### src/rtl/cpu_defs_pkg.sv
// Shared definitions for the P6 pipeline fetch side: next-PC select
// encodings, branch type encodings, reset PC and the NOP word.
package cpu_defs_pkg;

  // Next-PC source selected by the D-stage decoder
  localparam logic [1:0] NPC_OP_PC4    = 2'd0;
  localparam logic [1:0] NPC_OP_BRANCH = 2'd1;
  localparam logic [1:0] NPC_OP_J      = 2'd2;
  localparam logic [1:0] NPC_OP_JR     = 2'd3;

  // Conditional branch flavour
  localparam logic BR_BEQ = 1'b0;
  localparam logic BR_BNE = 1'b1;

  localparam logic [31:0] PC_RESET_VAL = 32'h0000_3000;
  localparam logic [31:0] NOP          = 32'h0000_0000;

  // Branch byte offset: sign-extended 16-bit immediate scaled by 4
  function automatic logic [31:0] br_offset(input logic [15:0] imm16);
    br_offset = {{14{imm16[15]}}, imm16, 2'b00};
  endfunction

endpackage

### src/rtl/f_d_fetch_unit_npc_sel.sv
// npc_sel: purely combinational next-PC and redirect-taken logic.
// Branch targets are relative to the instruction in D (delay-slot
// semantics), sequential flow is relative to the fetch PC.
module npc_sel
  import cpu_defs_pkg::*;
(
  input  logic [31:0] f_pc,
  input  logic [31:0] d_pc,
  input  logic [25:0] d_imm26,
  input  logic [1:0]  npc_op,
  input  logic        br_type,
  input  logic        cmp_beq,
  input  logic        cmp_bne,
  input  logic [31:0] jr_rs,
  output logic [31:0] npc,
  output logic        br_taken
);

  logic        cond;
  logic [31:0] seq_pc;
  logic [31:0] br_target;
  logic [31:0] j_target;

  assign cond      = (br_type == BR_BNE) ? cmp_bne : cmp_beq;
  assign seq_pc    = f_pc + 32'd4;
  assign br_target = d_pc + 32'd4 + br_offset(d_imm26[15:0]);
  assign j_target  = {d_pc[31:28], d_imm26, 2'b00};

  // Select next PC and flag a redirect; jr target is taken as-is, unaligned allowed
  always_comb begin
    npc      = seq_pc;
    br_taken = 1'b0;
    case (npc_op)
      NPC_OP_BRANCH: begin
        if (cond) begin
          npc      = br_target;
          br_taken = 1'b1;
        end
      end
      NPC_OP_J: begin
        npc      = j_target;
        br_taken = 1'b1;
      end
      NPC_OP_JR: begin
        npc      = jr_rs;
        br_taken = 1'b1;
      end
      default: begin
        npc      = seq_pc;
        br_taken = 1'b0;
      end
    endcase
  end

endmodule

### src/rtl/f_d_fetch_unit.sv
// f_d_fetch_unit: PC register, next-PC select and F/D pipeline register.
// Redirects resolve in D with one delay slot: the instruction fetched
// while a redirect is decided always enters D.
// Optional macro FETCH_STATS_EN builds stall / taken-redirect counters;
// without it F_StallCnt and F_TakenCnt are tied to zero.
module f_d_fetch_unit
  import cpu_defs_pkg::*;
#(
  parameter logic [31:0] PC_RESET  = PC_RESET_VAL,
  parameter logic [31:0] NOP_INSTR = NOP
) (
  input  logic        clk,
  input  logic        reset,
  input  logic [31:0] F_Instr,
  input  logic        D_Stall,
  input  logic        D_Flush,
  input  logic [1:0]  D_NPC_Op,
  input  logic        D_Br_Type,
  input  logic        D_CMP_Beq,
  input  logic        D_CMP_Bne,
  input  logic [31:0] D_JR_Rs,
  output logic [31:0] F_PC,
  output logic [31:0] D_PC,
  output logic [31:0] D_Instr,
  output logic [31:0] D_PC8,
  output logic        D_BrTaken,
  output logic [31:0] F_StallCnt,
  output logic [31:0] F_TakenCnt
);

  logic [31:0] f_pc_reg;
  logic [31:0] d_pc_reg;
  logic [31:0] d_instr_reg;
  logic [31:0] npc;
  logic        br_taken;

  npc_sel u_npc_sel (
    .f_pc     (f_pc_reg),
    .d_pc     (d_pc_reg),
    .d_imm26  (d_instr_reg[25:0]),
    .npc_op   (D_NPC_Op),
    .br_type  (D_Br_Type),
    .cmp_beq  (D_CMP_Beq),
    .cmp_bne  (D_CMP_Bne),
    .jr_rs    (D_JR_Rs),
    .npc      (npc),
    .br_taken (br_taken)
  );

  // PC and F/D register: stall holds everything, flush injects a NOP into D
  always_ff @(posedge clk) begin
    if (reset) begin
      f_pc_reg    <= PC_RESET;
      d_pc_reg    <= PC_RESET;
      d_instr_reg <= NOP_INSTR;
    end else if (!D_Stall) begin
      f_pc_reg    <= npc;
      d_pc_reg    <= f_pc_reg;
      d_instr_reg <= D_Flush ? NOP_INSTR : F_Instr;
    end
  end

`ifdef FETCH_STATS_EN
  logic [31:0] stall_cnt_reg;
  logic [31:0] taken_cnt_reg;

  // Statistics: stalled cycles and redirects that actually took effect
  always_ff @(posedge clk) begin
    if (reset) begin
      stall_cnt_reg <= 32'd0;
      taken_cnt_reg <= 32'd0;
    end else begin
      if (D_Stall) begin
        stall_cnt_reg <= stall_cnt_reg + 32'd1;
      end else if (br_taken) begin
        taken_cnt_reg <= taken_cnt_reg + 32'd1;
      end
    end
  end

  assign F_StallCnt = stall_cnt_reg;
  assign F_TakenCnt = taken_cnt_reg;
`else
  assign F_StallCnt = 32'd0;
  assign F_TakenCnt = 32'd0;
`endif

  assign F_PC      = f_pc_reg;
  assign D_PC      = d_pc_reg;
  assign D_Instr   = d_instr_reg;
  assign D_PC8     = d_pc_reg + 32'd8;
  assign D_BrTaken = br_taken;

endmodule

### config.mk
export PLATFORM = sky130hd
export DESIGN_NAME = f_d_fetch_unit
export DESIGN_NICKNAME = d
export VERILOG_FILES = /design/src/rtl/cpu_defs_pkg.sv /design/src/rtl/f_d_fetch_unit_npc_sel.sv /design/src/rtl/f_d_fetch_unit.sv
export SDC_FILE = /design/constraint.sdc
export NUM_CORES = 1
export LEC_CHECK = 0
export BUFFER_PORTS_ARGS = -buffer_cell sky130_fd_sc_hd__buf_2
export CORE_MARGIN = 4
export CORE_UTILIZATION = 44
export DETAILED_ROUTE_END_ITERATION = 10
export GPL_ROUTABILITY_DRIVEN = 0
export PLACE_DENSITY = 0.7
export SLEW_MARGIN = 20
export SYNTH_ARGS = -nofsm -noshare
export SYNTH_HDL_FRONTEND = slang
export SYNTH_HIERARCHICAL = 1
export SYNTH_SLANG_ARGS = --single-unit
### constraint.sdc
create_clock -name clk -period 4 [get_ports clk]
set_clock_uncertainty 0.15 [all_clocks]
set_input_delay 0.8 -clock clk [delete_from_list [all_inputs] [get_ports clk]]
set_output_delay 0.8 -clock clk [all_outputs]
set_load 0.1 [all_outputs]
# Word-level counts from Yosys, hierarchy flattened
# Index checks and enable logic that the tools add are counted.
# word_totals
register_bits	96
input_bits	73
# op_classes
addsub	4
n_eq_ne	3
n_mux	6
reduce_logical	1
# op_table
op	count
one-hot mux 32 bit (3 select lines)	1
adder 32 x 3 -> 32 bit (second input constant)	2
two-way mux 32 bit	2
adder 32 bit	1
adder 32 x 4 -> 32 bit (second input constant)	1
equality test 2 bit (second input constant)	2
equality test 2 x 1 -> 1 bit (second input constant)	1
two-way mux 1 bit	2
one-hot mux 1 bit (2 select lines)	1
OR reduction 2 bit	1

# Depth between registers and ports, before layout
# Gate-level depths: netlist of run 1.
# logic_depth
depth_word	4
depth_mapped	15
depth_no_buf	15

# Cells and area by module
# The synthesis of run 1 kept the hierarchy.
# by_module_without_submodules
mod	n_inst	cells_per_inst	area_each_um2
f_d_fetch_unit	1	466	4384.2
npc_sel	1	533	3614.7

# Worst setup path before layout of run 1
# Ideal clock, no wire load.
# synth_path
path_type	reg2out
startpoint	reg d_pc_reg[3] (netlist: D_PC[3])
endpoint	out D_PC8[27]
arrival_time_ps	3735
required_ps	3050
setup_slack_ps	-685
stages_incl_launch_ff	6
n_path_buf	0
cell_sequence	dfxtp_1 > ha_1 > nand4_2 > nor4_4 > nand4_1 > xnor2_1
# synth_between
elab_chain_cells	1
# synth_rtl
element	line_no	source
from (decl)	f_d_fetch_unit.sv:32	logic [31:0] d_pc_reg;
from (signal assigned)	f_d_fetch_unit.sv:58	d_pc_reg <= f_pc_reg;
adder 32 x 4 -> 32 bit	f_d_fetch_unit.sv:91	assign D_PC8 = d_pc_reg + 32'd8;
to (decl)	f_d_fetch_unit.sv:25	output logic [31:0] D_PC8,
# Every way passes these cells.

# Final worst setup path of run 1
# layout_path
startpoint	reg d_pc_reg[3] (netlist: D_PC[3])
endpoint	out D_PC8[21]
# The elaborated chain is that of the path after synthesis.

==> results.md, run 1 <==
* Initial antenna violation count at 0
* CP delay by family, top: simple AND/OR/NAND/NOR gates
* Async SR Flop Fraction at 0%
* RSZ-0062 raised after global routing: false
* Fraction of layout cells with a size suffix above 1 at 24.5%
* Post-synth EDFFs at 0
* Clock H-tree levels at 3
* DP Area at 9250 um2
* Slew Viols, Final at 0
* Syn avg cell area at 8.01 um2
* Total wire length at 26,900 um
* Io pins at 266
* Crit Path Max Fanout at 7
* Mapped cell area at 8000 um2
* DP Worst Slack at 0.557 ns
* Hold Vio Cnt, Final at 0
* Max IR drop VDD at 0.231 mV
* Hold Path End: D_Instr[30]$_SDFFE_PP0N_
* Setup Buffers After CTS at 0
* Critical Path Slowest Stage Cell: dfxtp_1
* Area Overhead vs Synth at 19.1%
* Die width at 143 um
* Clk slew on worst S/H paths at 0.07 ns
* Routed via count at 8,013
* Filler cells at 1,721
* Hold Buf Count CTS at 0
* Ys flop type: dfxtp_1
* Crit path DAT at 2.81 ns
* Pwr Density at 317 nW/um2
* Total clock buffers created by CTS at 9
* CTS Sinks at 96
* Remaining antenna violation count at 0
* Total Power at 3.02 mW
* CTS root buffer: clkbuf_16
* Synth area leaders: dfxtp_1, ha_1, mux2i_1
* R2r setup slk at 0.50 ns
* Hold wc startpoint: D_Instr[30]$_SDFFE_PP0N_
* Clk_lat worst skew at 0.35 ns
* Final period utilization at 93.9%
* Leak at 4.80 nW
* Synthesis-stage register bit count at 96
* Worst setup margin at 0.244 ns
* Ordered cell list for the critical path: ha_1, nand4_2, or2_1, nor3_1, xor2_4, buf_2
* Grt ovf at 0
* F_max at 266 MHz
* Hold Path Depth at 2
* R2R Path End: F_PC[18]$_SDFFE_PP0N_
* Post-DR wirelength/cell at 18.9 um
* Synth Instances at 999
* Crit path capture type: output port
* Die area at 20,400 um2
* Run status: complete, no violations
* First-pass GRT wire length at 40,700 um
* Final Instance Area at 9530 um2
* Post-synth top area share at 24.0%
* Via density at 5.65
* Clock buffer depth at 2
* Drc violations at 0
* Number of max-cap violations at 0
* 1st-pass router iterations at 7
* Worst-margin pin slew at 0.896 ns
* Largest net degree at the start of global routing at 66
* Final layout net count at 1,317
* Drt first-iter violations at 913
* Fin crit period at 3.76 ns
* Number of global-route vias before repair at 7,393
* Dpl hpwl at 21,300 um
* Yosys warning total at 6
* Final setup violation count at 0
* WP buf/inv at 1
* Max-slew headroom at 40.3%
* Initial Util at 44.7%
* CTS tree: done
* Cell taking the most area after synthesis: dfxtp_1
* Post-CTS sizing at 0
* IO Port Bufs at 201
* Delay of the slowest critical-path stage at 0.50 ns
* Core Region at 17,900 um2
* Worst min path class: flip-flop to flip-flop
* Worst R2R Start: D_PC[7]$_SDFFE_PP0N_
* Rows at 49
* Data required time of the critical path at 3.05 ns
* Crit Path Category: flip-flop to output port
* Distinct cells, synth at 72
* R2R cell count at 11
* Total GRT Usage at 25.3%
* Post-synthesis sequential area ratio at 24.0%
* CP startpoint kind: flip-flop
* Die height at 143 um
[worst max path at each step]
stage / startpoint / endpoint / slack, ns / cells past startpoint
floorplan: D_PC[3]$_SDFFE_PP0N_ / D_PC8[25] / -0.58 / 5
global placement: D_PC[7]$_SDFFE_PP0N_ / F_PC[18]$_SDFFE_PP0N_ / 0.64 / 11
detailed placement: D_PC[7]$_SDFFE_PP0N_ / F_PC[18]$_SDFFE_PP0N_ / 0.56 / 11
CTS: D_PC[3]$_SDFFE_PP0N_ / D_PC8[21] / 0.23 / 6
global route: D_PC[3]$_SDFFE_PP0N_ / D_PC8[21] / 0.11 / 6
finish: D_PC[3]$_SDFFE_PP0N_ / D_PC8[21] / 0.24 / 6
[metal layers]
metal,wire (um),vias up,GRT usage (%)
met2,11400,437,36.8
li1,-,3840,-
met4,873,0,9.65
met1,11700,3680,36.1
met3,2940,56,6.03
met5,0,-,0
[power breakdown]
part           switching (mW)  internal, mW  total [mW]  leakage [nW]
logic                   0.907         0.221        1.13          3.90
registers              0.0749         0.997        1.07         0.782
clock network           0.398         0.424       0.822         0.125
total                    1.38          1.64        3.02          4.80
[final cells by class]
cell class / instances / area, um2 / share of cell area (%)
antenna: 1 / 2.50 / 0.0263
clock buffer: 10 / 229 / 2.40
clock inverter: 6 / 45.0 / 0.473
inverter: 19 / 71.3 / 0.749
multi-input combinational: 827 / 5740 / 60.2
sequential: 96 / 1920 / 20.2
tap: 229 / 287 / 3.01
timing repair buffer: 231 / 1230 / 13.0
[worst reg2reg max path, cell delays in order (launching register included)]
cell	delay (ns)
dfxtp_1	0.52
ha_1	0.30
ha_1	0.35
o21ai_0	0.44
nor3_1	0.13
a21oi_1	0.24
a21oi_1	0.11
xor2_1	0.18
mux2_2	0.29
mux4_2	0.48
mux2i_1	0.14
nor2_1	0.05
[registers in the layout, summed over array words and instances (netlist names)]
name     count
D_Instr     32
D_PC        32
F_PC        32
[cells by family after synthesis]
| kind of cell | synth area share, % |
|---|---|
| adder cells (fa/ha/maj) | 9.48 |
| AND/OR/NAND/NOR | 19.8 |
| flip-flops | 24.0 |
| multiplexers | 10.1 |
| XOR/XNOR | 8.21 |
| other | 0.0469 |
| buffers and inverters | 10.0 |
| AO/OA/AOI/OAI | 18.4 |
[cells in the final DEF, fill, tap and decap left out, types with 4 or more instances in the layout]
master and instances:
buf_2 200, nor2_1 131, dfxtp_1 96, nand2_1 75
mux2i_1 66, conb_1 64, ha_1 59, a21oi_1 47
o21ai_0 45, a22oi_1 35, nand3_1 31, xor2_1 31
buf_4 31, xnor2_1 23, nand4_1 20, inv_1 18
nor3_1 17, and3_1 13, xnor2_2 13, a21o_1 12
o22ai_1 11, clkbuf_16 9, mux2_2 7, and4_1 6
and2_1 6, nor4_1 6, nor2b_1 6, a31oi_1 6
a211oi_1 6, o21a_1 6, a211o_1 5, nand2b_1 5
a221oi_1 5, o211ai_1 4, o21bai_1 4, or3_1 4
[Yosys cell counts (12+ instances only)]
cell / number
nor2_1: 132
dfxtp_1: 96
nand2_1: 75
buf_4: 69
mux2i_1: 66
ha_1: 59
a21oi_1: 47
o21ai_0: 45
xnor2_1: 39
xor2_1: 36
a22oi_1: 35
nand3_1: 31
clkbuf_1: 30
nand4_1: 20
inv_1: 18
nor3_1: 17
and3_1: 13
a21o_1: 12
[stage by stage]
stage,utilization [%],setup TNS (ns),cells,hold WS [ns]
3_5_place_dp,51.7,0,1402,0.344
2_1_floorplan,-,-1.48,1062,0.794
5_1_grt,53.2,0,1418,0.388
4_1_cts,53.2,0,1418,0.361
3_3_place_gp,51.6,0,1402,0.322
6_report,53.2,0,1419,0.357
No activity file was read; power rests on OpenSTA's default activity.
==> run 2: changes to the inputs <==
--- a/config.mk
+++ b/config.mk
@@ -6,6 +6,7 @@
 export NUM_CORES = 1
 export LEC_CHECK = 0
 export BUFFER_PORTS_ARGS = -buffer_cell sky130_fd_sc_hd__buf_2
+export CORE_ASPECT_RATIO = 1.4
 export CORE_MARGIN = 4
 export CORE_UTILIZATION = 44
 export DETAILED_ROUTE_END_ITERATION = 10
==> run 2 against run 1 <==
- worst hold slack lost 0.014 ns
- via count is 2.7% higher
- critical path depth unchanged
- sequential power hardly changed
- sequential share of layout area fell by 0.23 points
- final cell count grew 0.78%
- global-route usage grew 1.8 points
- combinational power about the same
- design area is 1.2% higher
- routed wire length is 4.6% higher
- register-to-register slack gained 0.04 ns
- setup slack worse by 0.016 ns
==> results.md, run 2 (synthesized netlist as in run 1, its figures left out) <==
* Post-DR wirelength/cell at 19.7 um
* Max IR drop VDD at 0.226 mV
* Clock buffer depth at 2
* Leak at 4.86 nW
* Run status: complete, no violations
* Via density at 5.76
* Setup Buffers After CTS at 0
* CTS Sinks at 96
* Switching pwr at 1.37 mW
* Rows at 58
* Remaining antenna violation count at 0
* Fin crit period at 3.77 ns
* Initial Util at 44.6%
* Dpl hpwl at 22,300 um
* Total clock buffers created by CTS at 9
* CTS tree: done
* Crit Path Category: flip-flop to output port
* Hold Buf Count CTS at 0
* Pwr Density at 331 nW/um2
* Core Region at 17,900 um2
* 1st-pass router iterations at 6
* Switching Share at 42.7%
* Grt ovf at 0
* Clk_lat worst skew at 0.36 ns
* Sequential share of power at 33.5%
* RSZ-0062 raised after global routing: false
* First-pass GRT wire length at 43,100 um
* Setup_tns at 0 ns
* Max-slew headroom at 54.3%
* Filler cells at 1,746
* Crit path DAT at 2.82 ns
* Most frequent cells in the layout: buf_2, nor2_1, dfxtp_1
* Total GRT Usage at 27.1%
* Commonest non-fill, non-tap cell in the layout: buf_2
* Worst-margin pin slew at 0.680 ns
* Hold Vio Cnt, Final at 0
* WP buf/inv at 1
* Total wire length at 28,100 um
* Crit Path Max Fanout at 7
* Final layout net count at 1,320
* Largest net degree at the start of global routing at 97
* DP Area at 9310 um2
* Clk slew on worst S/H paths at 0.07 ns
* Io pins at 266
* Die area at 20,400 um2
* Drc violations at 0
* Routed via count at 8,231
* Fraction of layout cells with a size suffix above 1 at 24.6%
* Number of global-route vias before repair at 7,978
* CTS root buffer: clkbuf_16
* Initial antenna violation count at 2
* Post-CTS sizing at 0
* Slew Viols, Final at 0
* Clock group share of total power at 30.8%
* Clock H-tree levels at 3
* Non-filler cells, final at 1,430
* Delay of the slowest critical-path stage at 0.51 ns
* CP startpoint kind: flip-flop
* Die height at 168 um
* Final Instance Area at 9640 um2
* Gate power share at 35.6%
* Die width at 122 um
* ANT cells at 0
* Critical Path Slowest Stage Cell: nor3_1
* Data required time of the critical path at 3.05 ns
* Crit path capture type: output port
* Number of max-cap violations at 0
* Placed Cells at 1,416
* Area Overhead vs Synth at 20.5%
* Final period utilization at 94.3%
* Final setup violation count at 0
* IO Port Bufs at 201
* F_max at 265 MHz
* Power Internal at 1.83 mW
* CP delay by family, top: simple AND/OR/NAND/NOR gates
* Drt first-iter violations at 605
* Ordered cell list for the critical path: ha_1, nand4_2, or2_1, nor3_1, xor2_4, buf_2
* Worst min path class: flip-flop to flip-flop
==> run 2: cell types whose count changed in the layout (fill, tap and decap cells not counted), sizes merged <==
cell | before | now
diode | 1 | 0
buf | 231 | 234
clkinvlp | 3 | 1
clkbuf | 10 | 9
bufinv | 0 | 3
clkinv | 3 | 1
==> run 2: worst register-to-register path, stage by stage, from the launching register on <==
cell	delay, ns
dfxtp_1	0.40
ha_1	0.33
ha_1	0.16
inv_1	0.06
fa_1	0.40
nand2b_1	0.18
a21o_2	0.22
and3_1	0.23
o31ai_1	0.41
a31oi_1	0.20
nor4b_1	0.32
o41ai_1	0.10
mux2i_1	0.14
nor2_1	0.05
==> run 2: metrics by stage <==
| step | power [mW] | setup slack [ns] | util (%) | hold slack [ns] |
|---|---|---|---|---|
| after floorplan | 2.05 | -0.578 | - | 0.794 |
| after global placement | 2.22 | 0.668 | 51.9 | 0.318 |
| after detailed placement | 2.22 | 0.601 | 51.9 | 0.324 |
| after CTS | 3.21 | 0.201 | 53.8 | 0.341 |
| after global routing | 3.30 | 0.0639 | 53.8 | 0.400 |
| final | 3.19 | 0.228 | 53.8 | 0.343 |
==> run 2: worst paths after layout <==
path,start,to,slack (ns),cells past startpoint
max,D_PC[3]$_SDFFE_PP0N_,D_PC8[21],0.23,6
min,D_Instr[30]$_SDFFE_PP0N_,D_Instr[30]$_SDFFE_PP0N_,0.34,2
max reg2reg,D_PC[3]$_SDFFE_PP0N_,F_PC[27]$_SDFFE_PP0N_,0.54,13
min reg2reg,D_Instr[30]$_SDFFE_PP0N_,D_Instr[30]$_SDFFE_PP0N_,0.34,2
==> run 2: power by group through the flow <==
stage               Combinational, mW  Clock (mW)  Sequential, mW
floorplan                       0.689           0            1.36
global placement                 1.12           0            1.09
detailed placement               1.13           0            1.09
CTS                              1.13        1.01            1.07
global route                     1.19        1.04            1.08
finish                           1.14       0.985            1.07
==> run 2: cell type report <==
type	instances	area, um2	area share [%]
clock buffer	9	225	2.34
sequential	96	1920	19.9
inverter	19	71.3	0.740
tap	240	300	3.12
multi-input combinational	827	5730	59.5
timing repair buffer	234	1280	13.3
clock inverter	5	106	1.10
==> run 2: layer usage <==
layer,GRT usage [%],share of wire (%),wire [um],vias up
li1,-,-,-,3844
met1,28.6,35,9710,3810
met2,46.3,49,13600,452
met3,5.34,8.4,2360,121
met4,21.4,8.5,2380,4
met5,0,0.092,26,-
